`config.mk`:
```
export PLATFORM = sky130hd
export DESIGN_NAME = hero_frame_arb
export DESIGN_NICKNAME = d
export VERILOG_FILES = /design/src/rtl/hero_frame_pkg.sv /design/src/rtl/hero_frame_fifo.sv /design/src/rtl/hero_frame_arb.sv
export SDC_FILE = /design/constraint.sdc
export NUM_CORES = 1
export LEC_CHECK = 0
export BUFFER_PORTS_ARGS = -buffer_cell sky130_fd_sc_hd__buf_4
export CAP_MARGIN = 10
export CORE_MARGIN = 2
export CORE_UTILIZATION = 50
export CTS_CLUSTER_SIZE = 14
export DETAILED_ROUTE_END_ITERATION = 12
export GPL_TIMING_DRIVEN = 0
export MAX_ROUTING_LAYER = met4
export PLACE_DENSITY = 0.73
export SLEW_MARGIN = 25
export SYNTH_ARGS = -nofsm -noshare
export SYNTH_HDL_FRONTEND = slang
export SYNTH_SLANG_ARGS = --single-unit
```
`constraint.sdc`:
```
create_clock -name clk -period 8.1 [get_ports clk]
set_clock_uncertainty 0.15 [all_clocks]
set_input_delay 1.62 -clock clk [delete_from_list [all_inputs] [get_ports clk]]
set_output_delay 1.62 -clock clk [all_outputs]
set_load 0.03 [all_outputs]
```
`src/rtl/hero_frame_pkg.sv`:
```
// Shared types for the hero-bus frame arbiter: beat cycle tags, the
// default-width beat struct and the arbiter state encoding.
package hero_frame_pkg;

  localparam int HERO_FRAME_DATA_W = 32;

  typedef enum logic [1:0] {
    IDLE  = 2'd0,
    VALID = 2'd1,
    DONE  = 2'd2
  } cycle_type_e;

  typedef struct packed {
    logic [HERO_FRAME_DATA_W-1:0] data;
    cycle_type_e                  cycle;
  } hero_beat_t;

  typedef enum logic [1:0] {
    ARB_IDLE   = 2'd0,
    ARB_LOCKED = 2'd1,
    ARB_DRAIN  = 2'd2
  } arb_state_e;

  // IDLE and the reserved encoding are accepted but never stored
  function automatic logic is_stored(input logic [1:0] c);
    return (c == 2'(VALID)) || (c == 2'(DONE));
  endfunction

endpackage

```
`src/rtl/hero_frame_fifo.sv`:
```
// Single-channel synchronous FIFO, power-of-two depth, with an
// extra wrap bit on each pointer to tell full from empty.
module hero_frame_fifo #(
  parameter int WIDTH = 34,
  parameter int DEPTH = 4
) (
  input  logic             clk,
  input  logic             rst_n,
  input  logic             wr_en,
  input  logic [WIDTH-1:0] wr_data,
  input  logic             rd_en,
  output logic [WIDTH-1:0] rd_data,
  output logic             full,
  output logic             empty
);

  localparam int AW = $clog2(DEPTH);

  logic [AW:0]      wp_q;
  logic [AW:0]      rp_q;
  logic [WIDTH-1:0] mem_q [DEPTH];
  logic             do_wr;
  logic             do_rd;

  assign empty = (wp_q == rp_q);
  assign full  = (wp_q[AW] != rp_q[AW]) &&
                 (wp_q[AW-1:0] == rp_q[AW-1:0]);

  assign do_wr = wr_en && !full;
  assign do_rd = rd_en && !empty;

  assign rd_data = mem_q[rp_q[AW-1:0]];

  always_ff @(posedge clk or negedge rst_n) begin
    if (!rst_n) begin
      wp_q <= '0;
      rp_q <= '0;
    end else begin
      if (do_wr) wp_q <= wp_q + 1'b1;
      if (do_rd) rp_q <= rp_q + 1'b1;
    end
  end

  // storage needs no reset; pointers define validity
  always_ff @(posedge clk) begin
    if (do_wr) mem_q[wp_q[AW-1:0]] <= wr_data;
  end

endmodule

```
`src/rtl/hero_frame_arb.sv`:
```
// N-channel hero-bus frame arbiter: per-channel FIFOs, round-robin
// frame lock, overlength truncation. Optional HERO_FRAME_ARB_STATS_EN.
module hero_frame_arb
  import hero_frame_pkg::*;
#(
  parameter int NUM_CH     = 4,
  parameter int DATA_W     = 32,
  parameter int FIFO_DEPTH = 4,
  parameter int MAX_BEATS  = 16
) (
  input  logic                         clk,
  input  logic                         rst_n,
  input  logic [NUM_CH-1:0]            in_valid,
  output logic [NUM_CH-1:0]            in_ready,
  input  logic [NUM_CH*DATA_W-1:0]     in_data,
  input  logic [NUM_CH*2-1:0]          in_cycle,
  output logic                         out_valid,
  input  logic                         out_ready,
  output logic [DATA_W-1:0]            out_data,
  output logic [1:0]                   out_cycle,
  output logic [$clog2(NUM_CH)-1:0]    out_ch,
  output logic [$clog2(MAX_BEATS)-1:0] out_beat_idx,
  output logic                         err_overlen,
`ifdef HERO_FRAME_ARB_STATS_EN
  input  logic                         stat_clr,
  output logic [NUM_CH*16-1:0]         stat_frames,
`endif
  output logic [$clog2(NUM_CH)-1:0]    err_ch
);

  localparam int CH_W = $clog2(NUM_CH);
  localparam int BI_W = $clog2(MAX_BEATS);

  typedef struct packed {
    logic [DATA_W-1:0] data;
    cycle_type_e       cycle;
  } beat_t;

  arb_state_e       state_q, state_d;
  logic [CH_W-1:0]  rr_q, rr_d;
  logic [CH_W-1:0]  ch_q, ch_d;
  logic [BI_W-1:0]  idx_q, idx_d;
  logic             err_q, err_d;
  logic [CH_W-1:0]  errch_q, errch_d;
  logic             rdy_q;

  logic [NUM_CH-1:0] full;
  logic [NUM_CH-1:0] empty;
  logic [NUM_CH-1:0] wr_en;
  logic [NUM_CH-1:0] rd_en;
  beat_t             wr_b [NUM_CH];
  beat_t             rd_b [NUM_CH];

  beat_t            head;
  logic             found;
  logic [CH_W-1:0]  gnt;
  logic             trunc;
  logic             ov;
  logic [DATA_W-1:0] od;
  cycle_type_e      oc;

  for (genvar c = 0; c < NUM_CH; c++) begin : g_ch
    assign in_ready[c] = rdy_q & ~full[c];
    assign wr_b[c] = '{
      data:  in_data[c*DATA_W +: DATA_W],
      cycle: cycle_type_e'(in_cycle[c*2 +: 2])
    };
    assign wr_en[c] = in_valid[c] & in_ready[c] &
                      is_stored(in_cycle[c*2 +: 2]);

    hero_frame_fifo #(
      .WIDTH ($bits(beat_t)),
      .DEPTH (FIFO_DEPTH)
    ) u_fifo (
      .clk     (clk),
      .rst_n   (rst_n),
      .wr_en   (wr_en[c]),
      .wr_data (wr_b[c]),
      .rd_en   (rd_en[c]),
      .rd_data (rd_b[c]),
      .full    (full[c]),
      .empty   (empty[c])
    );
  end

  // first non-empty channel at or after rr_q, wrapping
  always_comb begin
    int j;
    j     = 0;
    found = 1'b0;
    gnt   = '0;
    for (int i = 0; i < NUM_CH; i++) begin
      j = int'(rr_q) + i;
      if (j >= NUM_CH) j = j - NUM_CH;
      if (!found && !empty[j]) begin
        found = 1'b1;
        gnt   = CH_W'(j);
      end
    end
  end

  always_comb begin
    state_d = state_q;
    rr_d    = rr_q;
    ch_d    = ch_q;
    idx_d   = idx_q;
    err_d   = 1'b0;
    errch_d = errch_q;
    rd_en   = '0;
    ov      = 1'b0;
    od      = '0;
    oc      = IDLE;
    trunc   = 1'b0;
    head    = rd_b[ch_q];
    unique case (state_q)
      ARB_IDLE: begin
        if (found) begin
          state_d = ARB_LOCKED;
          ch_d    = gnt;
          idx_d   = '0;
          rr_d    = (gnt == CH_W'(NUM_CH-1)) ? '0 : gnt + 1'b1;
        end
      end
      ARB_LOCKED: begin
        ov    = !empty[ch_q];
        trunc = (idx_q == BI_W'(MAX_BEATS-1)) &&
                (head.cycle == VALID);
        if (ov) begin
          od = head.data;
          oc = trunc ? DONE : head.cycle;
        end
        if (ov && out_ready) begin
          rd_en[ch_q] = 1'b1;
          if (trunc) begin
            err_d   = 1'b1;
            errch_d = ch_q;
            state_d = ARB_DRAIN;
          end else if (head.cycle == DONE) begin
            state_d = ARB_IDLE;
          end else begin
            idx_d = idx_q + 1'b1;
          end
        end
      end
      ARB_DRAIN: begin
        if (!empty[ch_q]) begin
          rd_en[ch_q] = 1'b1;
          if (head.cycle == DONE) state_d = ARB_IDLE;
        end
      end
      default: state_d = ARB_IDLE;
    endcase
  end

  always_ff @(posedge clk or negedge rst_n) begin
    if (!rst_n) begin
      state_q <= ARB_IDLE;
      rr_q    <= '0;
      ch_q    <= '0;
      idx_q   <= '0;
      err_q   <= 1'b0;
      errch_q <= '0;
      rdy_q   <= 1'b0;
    end else begin
      state_q <= state_d;
      rr_q    <= rr_d;
      ch_q    <= ch_d;
      idx_q   <= idx_d;
      err_q   <= err_d;
      errch_q <= errch_d;
      rdy_q   <= 1'b1;
    end
  end

  assign out_valid    = ov;
  assign out_data     = od;
  assign out_cycle    = oc;
  assign out_ch       = ch_q;
  assign out_beat_idx = idx_q;
  assign err_overlen  = err_q;
  assign err_ch       = errch_q;

`ifdef HERO_FRAME_ARB_STATS_EN
  logic frame_done;
  assign frame_done = ov && out_ready && (oc == DONE);

  for (genvar c = 0; c < NUM_CH; c++) begin : g_stat
    logic [15:0] cnt_q;
    always_ff @(posedge clk or negedge rst_n) begin
      if (!rst_n) begin
        cnt_q <= '0;
      end else if (stat_clr) begin
        cnt_q <= '0;
      end else if (frame_done && ch_q == CH_W'(c) &&
                   cnt_q != 16'hFFFF) begin
        cnt_q <= cnt_q + 16'd1;
      end
    end
    assign stat_frames[c*16 +: 16] = cnt_q;
  end
`endif

endmodule

```
### Word level (Yosys, flattened, before mapping)

Memories as Yosys holds them, arrays and structs flattened.
Index checks and enable logic that the tools add are counted.

* equal/unequal tests: 31
* order comparisons: 11
* bitwise logic cells: 17
* add/sub/neg operators: 17
* mux-type cells: 63
* reductions and logical operators: 42

Operator list (count)
* 32-bit 2-to-1 mux: 6
* 32-bit by 4-bit < comparator with 1-bit output (second input constant): 4
* 34-bit binary-select mux with 2-bit select: 1
* 34-bit 2-to-1 mux: 2
* 1-bit 2-to-1 mux: 26
* 2-bit 2-to-1 mux: 13
* 3-bit by 1-bit adder with 3-bit output (second input constant): 8
* 4-bit 2-to-1 mux: 6
* 1-bit logical AND: 18
* 4-bit one-hot mux with 2 select lines: 2
* 2-bit equality test (second input constant): 7
* 1-bit zero test: 14
* 1-bit bitwise AND: 12
* 2-bit by 1-bit equality test with 1-bit output (second input constant): 6
* 3-bit equality test: 4
* 3-bit >= comparator (second input constant): 4
* 3-bit by 3-bit subtractor with 4-bit output (second input constant): 3
* 1-bit binary-select mux with 2-bit select: 5
* 2-bit inequality test (second input constant): 5
* 2-bit equality test: 4
* 2-bit by 2-bit adder with 3-bit output (second input constant): 2
* 2-bit one-hot mux with 3 select lines: 1
* 3-bit AND reduction: 2
* 5-bit AND reduction: 1
* 16 further kinds: 25

* logic and storage cells: 200
* RAM bits: 544
* register bits: 38
* input port bits: 143
* memories kept: 4

Memory list
* g_ch[0].u_fifo.mem_q: words 4, bits a word 34, rd ports 1, clocked after Yosys merged registers in 0, wr ports 1, RTL line hero_frame_fifo.sv:21 `logic [WIDTH-1:0] mem_q [DEPTH];`
* g_ch[1].u_fifo.mem_q: words 4, bits a word 34, rd ports 1, clocked after Yosys merged registers in 0, wr ports 1, RTL line hero_frame_fifo.sv:21
* g_ch[2].u_fifo.mem_q: words 4, bits a word 34, rd ports 1, clocked after Yosys merged registers in 0, wr ports 1, RTL line hero_frame_fifo.sv:21
* g_ch[3].u_fifo.mem_q: words 4, bits a word 34, rd ports 1, clocked after Yosys merged registers in 0, wr ports 1, RTL line hero_frame_fifo.sv:21

### Logic depth before layout (Yosys ltp)

Gate-level depths: netlist (run 1).

* word-level depth: 17
* depth in mapped cells: 9
* gate-level depth less buffers: 8

### Modules after synthesis

From an unflattened synthesis (run 1), not the netlist that was laid out.

* cell total of the unflattened synthesis: 1129
* area, all modules: 23887.9 µm²

Modules (own cells, without submodules)
* hero_frame_fifo (g_ch[0].u_fifo ...): area each 5405.2 µm², cells each 226, instances 3
* hero_frame_fifo (g_ch[1].u_fifo): area each 5420.2 µm², cells each 226, instances 1
* hero_frame_arb: area each 2252.2 µm², cells each 225, instances 1

### Worst setup path before layout (run 1)

No wires, ideal clock.

* path kind: reg2out
* from: register g_ch[2].u_fifo.rp_q[0]
* to: output out_data[10]
* buffers on the path: 2
* cell stages (with the launch flop): 6
* arrival time: 2.337 ns
* setup slack: 3.993 ns
* cells stage by stage: dfrtp_1 buf_4 buf_1 mux4_2 mux4_2 and3_1

* word-level cells in the longest chain between the ends: 6
* elaborated cells between the ends (all ways): 9
* those cells by class: eq/ne (1); mux (7); memory (1)

Ends and longest elaborated chain
* start: declaration: RTL line hero_frame_fifo.sv:20 `logic [AW:0] rp_q;`
* start signal: assignment: RTL line hero_frame_fifo.sv:40 `if (do_rd) rp_q <= rp_q + 1'b1;`
* memory read 4 x 34 bit
* 34-bit binary-select mux with 2-bit select: RTL line hero_frame_arb.sv:114 `head = rd_b[ch_q];`
* 34-bit 2-to-1 mux (not written as such) (2 in series): RTL line hero_frame_arb.sv:114
* 32-bit 2-to-1 mux (*): RTL line hero_frame_arb.sv:128 `if (ov) begin`
* 32-bit 2-to-1 mux (*): RTL line hero_frame_arb.sv:115 `unique case (state_q)`
* end: declaration: RTL line hero_frame_arb.sv:19 `output logic [DATA_W-1:0] out_data,`

Mark *: on every way between the ends. The rest lies on a longest branch, timed or not. The select of a mux whose other input is x is not followed.

### Final worst setup path (run 1)

* from: register g_ch[3].u_fifo.rp_q[1]
* to: output out_data[19]

* word-level cells in the longest chain between the ends: 6
* elaborated cells between the ends (all ways): 9
* those cells by class: eq/ne (1); mux (7); memory (1)

Ends and longest elaborated chain (RTL line)
* start: declaration: hero_frame_fifo.sv:20
* start signal: assignment: hero_frame_fifo.sv:40
* memory read 4 x 34 bit
* 34-bit binary-select mux with 2-bit select: hero_frame_arb.sv:114
* 34-bit 2-to-1 mux (not written as such) (2 in series): hero_frame_arb.sv:114
* 32-bit 2-to-1 mux (*): hero_frame_arb.sv:128
* 32-bit 2-to-1 mux (*): hero_frame_arb.sv:115

Marked as above.

==> results of run 1 <==
## placed cells by master (no fill, tap or decap), types with 4 or more instances in the layout
cell type,n
nand3_1,7
mux4_2,170
clkinv_1,13
clkbuf_16,58
nor3_1,4
mux2_2,7
clkbuf_1,48
nand2_1,21
buf_4,193
and2_4,16
o21ai_0,10
a21oi_1,11
edfxtp_1,544
clkinv_2,8
dfrtp_1,38
clkbuf_2,5
inv_1,15
diode_2,4
and3_1,39
xnor2_1,18
ha_1,25
xor2_1,15
buf_1,6
buf_2,4
nor2_1,12
## cells by family after synthesis
logic type	after synthesis	share of synthesized area
AOI/OAI and AO/OA	47	0.01530
muxes	181	0.1708
and+or+nand+nor	116	0.02816
buffers and inverters	69	0.01281
adders and majority gates	25	0.01351
other	1	0.0001620
DFF	582	0.7468
xor gates and xnor gates	33	0.01249
## flip-flops by register name, indices dropped and copies added, names as in the netlist, named ones only
register / cells
g_ch.u_fifo.mem_q: 544
g_ch.u_fifo.wp_q: 12
err_overlen: 1
state_q: 2
out_ch: 2
out_beat_idx: 4
rdy_q: 1
rr_q: 1
g_ch.u_fifo.rp_q: 12
err_ch: 2
## power groups by stage
| stage | sequential, mW | clock, mW | combinational, mW |
|---|---|---|---|
| 2_1_floorplan | 3.73 | 0 | 2.39 |
| 3_3_place_gp | 3.72 | 0 | 3.50 |
| 3_5_place_dp | 3.73 | 0 | 3.57 |
| 4_1_cts | 3.67 | 2.49 | 3.59 |
| 5_1_grt | 3.69 | 2.61 | 3.77 |
| 6_report | 3.66 | 2.46 | 3.55 |
## layout make-up
cell class	count	area, sq um	area share
well taps	600	750.7	0.02771
clock buffers	76	1539	0.05680
repair buffers	190	1426	0.05264
diodes	4	10.01	0.0003694
clock inverters	25	173.9	0.006419
plain buffers	53	244.0	0.009005
flip-flops and latches	582	17290	0.6380
multi-input cells	403	5604	0.2068
inverters	16	60.06	0.002217
## worst min-delay path by stage
stage | end | cells after the start | slack (ps) | startpoint
after global placement | g_ch[2].u_fifo.wp_q[2] | 1 | 320 | g_ch[2].u_fifo.wp_q[2]
after detailed placement | g_ch[3].u_fifo.wp_q[2] | 1 | 330 | g_ch[3].u_fifo.wp_q[2]
after global routing | g_ch[3].u_fifo.wp_q[2] | 1 | 350 | g_ch[3].u_fifo.wp_q[2]
final | g_ch[0].u_fifo.wp_q[2] | 1 | 330 | g_ch[0].u_fifo.wp_q[2]
after CTS | g_ch[3].u_fifo.wp_q[2] | 1 | 340 | g_ch[3].u_fifo.wp_q[2]
after floorplan | g_ch[3].u_fifo.wp_q[2] | 1 | 310 | g_ch[3].u_fifo.wp_q[2]
## per-stage QoR
stage / util / hold slack [ps] / cell area (sq um) / setup WS (ps)
after floorplan: - / 310.4 / 23150 / 3993
final: 0.5945 / 333.8 / 27090 / 2866
after CTS: 0.5942 / 336.1 / 27080 / 2699
after global routing: 0.5944 / 350.3 / 27090 / 2720
after detailed placement: 0.5566 / 325.0 / 25370 / 3371
after global placement: 0.5556 / 324.3 / 25320 / 3346
## layer usage
metal | part of all wire | wire length (um) | up-vias | GRT usage
li1 | - | - | 4895 | -
met1 | 0.41 | 21440 | 6025 | 0.3093
met2 | 0.49 | 26040 | 397 | 0.3647
met3 | 0.077 | 4061 | 78 | 0.05613
met4 | 0.020 | 1073 | 0 | 0.05450
met5 | 0 | 0 | - | -
==> impl_results.md, run 1 <==
* Outcome: complete, no violations
* Commonest cells in the netlist: edfxtp_1, mux4_2, and3_1, dfrtp_1, clkbuf_1
* Reg2reg path depth at 7
* Layout fillers at 3227
* Initial Util at 0.5079
* Number of flops mapped to enable cells by yosys at 544
* Placeable Area at about 46000 sq um
* Largest stage delay on the critical path at 680 ps
* Row count at 78
* Maximum clock rate at 191.0 MHz
* Net Sw Frac at 0.3293
* Post-synth top area share at 0.7057
* CP bufs+invs at 3
* Syn Nets at 1222
* Critical register-to-register path endpoint: g_ch[3].u_fifo.mem_q[3][28]
* Vias per cell at approximately 5.8
* Seq/Total Area, Yosys at 0.7468
* Worst setup SP type: flip-flop
* Overall Power at 9.669 mW
* Cell accounting for the most synthesized area: edfxtp_1
* Sink Count at approximately 580
* CTS Buf Count at 57
* Synth async-reset ratio at 0.06529
* CP startpoint: g_ch[3].u_fifo.rp_q[1]
* Crit path max-delay family: simple AND/OR/NAND/NOR gates
* Grt ovf at 0
* Max IR drop VDD at 223.3 uV
* Switching pwr at between 3 and 4 mW
* DRC at 0
* Post-synth cell types at 54
* Share of cells above drive strength 1 at 0.3561
* Total leakage power at between 9 and 10 nW
* Combinational share of power at 0.367
* Setup violators final at 0
* Initial antenna violation count at 3
* Top-count cell post-synth: edfxtp_1
* WP data required at roughly 6300 ps
* Reg clk slew, reported paths at 60 ps
* Unrepaired setup endpoints after global routing: no
* H-tree Lvls at 2
* Worst slew pin tran at 988.8 ps
* Post-Syn Instances at 1054
* Fin crit share at 0.6462
* Post-Syn Area per Cell at 21.96 sq um
* Io pins at 191
* Final WL at 52.61 mm
* CTS root buf: clkbuf_16
* Post-CTS Setup Inserts at 0
* GP Congestion at 0.8267
* Placed insts at around 1800
* Final count of hold timing violations at 0
* CP Class: flip-flop to output port
* Largest net degree at the start of global routing at 39
* DIE AREA at 48030 sq um
* Slew margin rel. at 0.3347
* Vias in the first global route at 11620
* Crit path cell chain: buf_2, xor2_1, or3_1, mux4_2, clkbuf_1, and3_1, buf_4
* MaxCap Viol Count at 0
* Die width at 219.2 um
* Crit path DAT at 3460 ps
* Reg power frac at 0.379
* Hold_buf cts at 0
* Clock Power Share at 0.254
* Post-route minimum period at 5234 ps
* Iteration-0 DRC Markers at 1159
* Power per Cell Area at about 360 nW/um^2
* Highest net fanout along the worst path at 10
* Gr usage total at 0.2314
* Crit Reg-Reg Startpoint: g_ch[3].u_fifo.rp_q[1]
* CTS max path bufs at 3
* Setup TNS at 0 ps
* Clk Latency, worst-skew pair at 600 ps
* Yosys Warn Count at 0
* CP max-delay cell: mux4_2
* IO buf count at 190
* Area Overhead vs Synth at 17.05%
* R2R setup slack at 5040 ps
* Top FF cell, synth: edfxtp_1
* #FFs+latches synth at 582
* TritonCTS clock tree: built
* Non-Filler Instances at slightly below 2000
* Die height at between 200 and 250 um
* Cell Int Power at 6.485 mW
* DRT antenna net count at 0
* Worst setup path endpoint: out_data[19]
* Critical Path Stages at 7
* Placed wire-length estimate at 33.27 mm
* Final slew viol count at 0
* Mapped Area at 23150 sq um
* Routed vias at 11400
* Area contributors post-synth: edfxtp_1, mux4_2, dfrtp_1
* Tightest Hold Check Type: flip-flop to flip-flop
* NumNets Final at 1471
* Post-cts sizing count at 0
* Average wire per standard cell at 27.00 um
* CP Capture Type: output port
* Global-route wire length before repair at roughly 76 mm
* DRT Pass-1 Iters at 5
No activity file was read; power rests on OpenSTA's default activity.
==> run 2, diff against run 1 <==
--- a/config.mk
+++ b/config.mk
@@ -13,7 +13,7 @@
 export DETAILED_ROUTE_END_ITERATION = 12
 export GPL_TIMING_DRIVEN = 0
 export MAX_ROUTING_LAYER = met4
-export PLACE_DENSITY = 0.73
+export PLACE_DENSITY = 0.75
 export SLEW_MARGIN = 25
 export SYNTH_ARGS = -nofsm -noshare
 export SYNTH_HDL_FRONTEND = slang
==> constraint.sdc (replaced) <==
create_clock -name clk -period 4.6 [get_ports clk]
set_clock_uncertainty 0.15 [all_clocks]
set_input_delay 0.92 -clock clk [delete_from_list [all_inputs] [get_ports clk]]
set_output_delay 0.92 -clock clk [all_outputs]
set_load 0.03 [all_outputs]
==> run 2 against run 1 <==
Total power is 77% higher; register-to-register slack worse by 3500 ps; flip-flop and latch count unchanged; worst setup slack lost 2700 ps; non-clock buffer count increased by 3; count of clock-buffer cells in the layout increased by 4; routed wire length increased by 0.47%; critical path type unchanged; critical endpoint is now out_data[13]; largest cell class unchanged; largest power group unchanged.
==> impl_results.md, run 2 (synthesis results as in run 1) <==
* Fin crit share at 0.9734
* Largest stage delay on the critical path at 660 ps
* Final WL at between 50 and 60 mm
* Die width at between 200 and 250 um
* Hold_buf cts at 0
* Largest net degree at the start of global routing at 39
* Area Overhead vs Synth at 17.47%
* CP bufs+invs at 3
* Final slew viol count at 0
* DRC at 0
* Worst slew pin tran at 918.0 ps
* Vias in the first global route at 11930
* CTS root buf: clkbuf_16
* CP Capture Type: output port
* Tightest Hold Check Type: primary input to async pin
* Clock Power Share at 0.254
* Sink Count at 582
* Crit path max-delay family: simple AND/OR/NAND/NOR gates
* Global-route wire length before repair at between 70 and 80 mm
* Design area at 27190 sq um
* Crit path DAT at about 3400 ps
* Routed vias at 11490
* Reg clk slew, reported paths at 60 ps
* M1 wire length at roughly 22 mm
* DRT antenna net count at 0
* CTS Buf Count at 57
* Worst setup SP type: flip-flop
* CP max-delay cell: mux4_2
* Non-Filler Instances at 1957
* Switching pwr at 5.635 mW
* CP Class: flip-flop to output port
* Top layer in use: met4
* Placed insts at between 1500 and 2000
* IO buf count at 190
* MaxCap Viol Count at 0
* Share of cells above drive strength 1 at 0.3625
* Max IR drop VDD at 439.9 uV
* Initial antenna violation count at 9
* Met2 WL at 26.59 mm
* Placed wire-length estimate at 33.62 mm
* TritonCTS clock tree: built
* Crit path cell chain: buf_2, xor2_1, or3_1, mux4_2, clkbuf_1, and3_1, buf_4
* Io pins at 191
* NumNets Final at 1474
* Slew margin rel. at 0.3880
* DRT Pass-1 Iters at 5
* Die height at 219.2 um
* Setup violators final at 0
* Most frequent cells in the layout: edfxtp_1, buf_4, mux4_2
* Met3 WL at ~3.7 mm
* Highest net fanout along the worst path at 10
* Commonest non-fill, non-tap cell in the layout: edfxtp_1
* Setup TNS at 0 ps
* DIE AREA at around 48000 sq um
* Gr usage total at 0.2359
* Grt ovf at 0
* Placed Instance Area at 25410 sq um
* H-tree Lvls at 2
* Power per Cell Area at 629.5 nW/um^2
* Reg power frac at 0.377
* GP Congestion at 0.7791
* Unrepaired setup endpoints after global routing: no
* Total leakage power at 9.297 nW
* Post-route minimum period at 4478 ps
* Maximum clock rate at 223.3 MHz
* Combinational share of power at 0.369
* Final count of hold timing violations at 0
* Cell Int Power at 11.48 mW
* Layout fillers at 3225
* Placeable Area at 45580 sq um
* Max FFs per register at 544
* Initial Util at 0.5079
* Outcome: complete, no violations
* WP data required at approximately 3500 ps
* Iteration-0 DRC Markers at a little under 1000
* Average wire per standard cell at 27.01 um
* Vias per cell at 5.870
* Net Sw Frac at 0.3292
* Hold_ws at between 100 and 150 ps
* CTS max path bufs at 3
* Clk Latency, worst-skew pair at 610 ps
* Row count at 78
* Overall Power at 17.12 mW
[run 2: changes by cell type in the layout (fill, tap and decap cells not counted), moves of 2 or more]
| cell | before | now |
|---|---|---|
| buf_1 | 6 | 3 |
| buf_6 | 3 | 5 |
| diode_2 | 4 | 8 |
| clkdlybuf4s15_2 | 0 | 3 |
| clkbuf_2 | 5 | 7 |
| clkinv_1 | 13 | 9 |
[run 2: layout make-up]
class                   count  area [sq um]  share of cell area
flip-flops and latches    582         17290              0.6357
multi-input cells         403          5603              0.2061
clock buffers              80          1564             0.05752
repair buffers            193          1469             0.05402
well taps                 600         750.7             0.02761
plain buffers              53         275.3             0.01012
clock inverters            22         162.7            0.005982
inverters                  16         60.06            0.002209
diodes                      8         20.02           0.0007362
[run 2: final timing paths]
check	from	endpoint	slack (ps)	cells after the start
worst max-delay path	g_ch[3].u_fifo.rp_q[1]	out_data[13]	120	7
worst min-delay path	rst_n	out_beat_idx[0]	130	1
worst max register to register	g_ch[3].u_fifo.rp_q[1]	g_ch[3].u_fifo.mem_q[3][17]	1510	7
worst min register to register	g_ch[3].u_fifo.wp_q[2]	g_ch[3].u_fifo.wp_q[2]	340	1
max in group asynchronous	rst_n	g_ch[3].u_fifo.rp_q[1]	3790	1
min in group clk	g_ch[3].u_fifo.wp_q[2]	g_ch[3].u_fifo.wp_q[2]	340	1
[run 2: power by group through the flow]
stage | clock network, mW | logic [mW] | registers [mW]
after global placement | 0 | 6.18 | 6.55
after detailed placement | 0 | 6.34 | 6.56
after floorplan | 0 | 4.20 | 6.56
final | 4.35 | 6.32 | 6.45
after global routing | 4.61 | 6.76 | 6.49
after CTS | 4.40 | 6.39 | 6.45
[run 2: stage by stage]
| stage | util | setup slack [ps] |
|---|---|---|
| floorplan | - | 1164 |
| global route | 0.5966 | 24.59 |
| global placement | 0.5556 | 463.1 |
| detailed placement | 0.5575 | 552.1 |
| finish | 0.5966 | 122.5 |
| CTS | 0.5960 | 12.17 |
[run 2: per-layer routing]
layer  track usage  vias to the layer above
met4       0.06014                        0
met1        0.3103                     6095
li1              -                     4908
met2        0.3825                      408
met5             -                        -
met3       0.04726                       77
[run 2: repair_timing]
item                       in CTS  in global routing
gates cloned                    0                  0
gates resized for setup         7                 13
setup buffers                   0                  0
setup endpoints to repair      15                 12
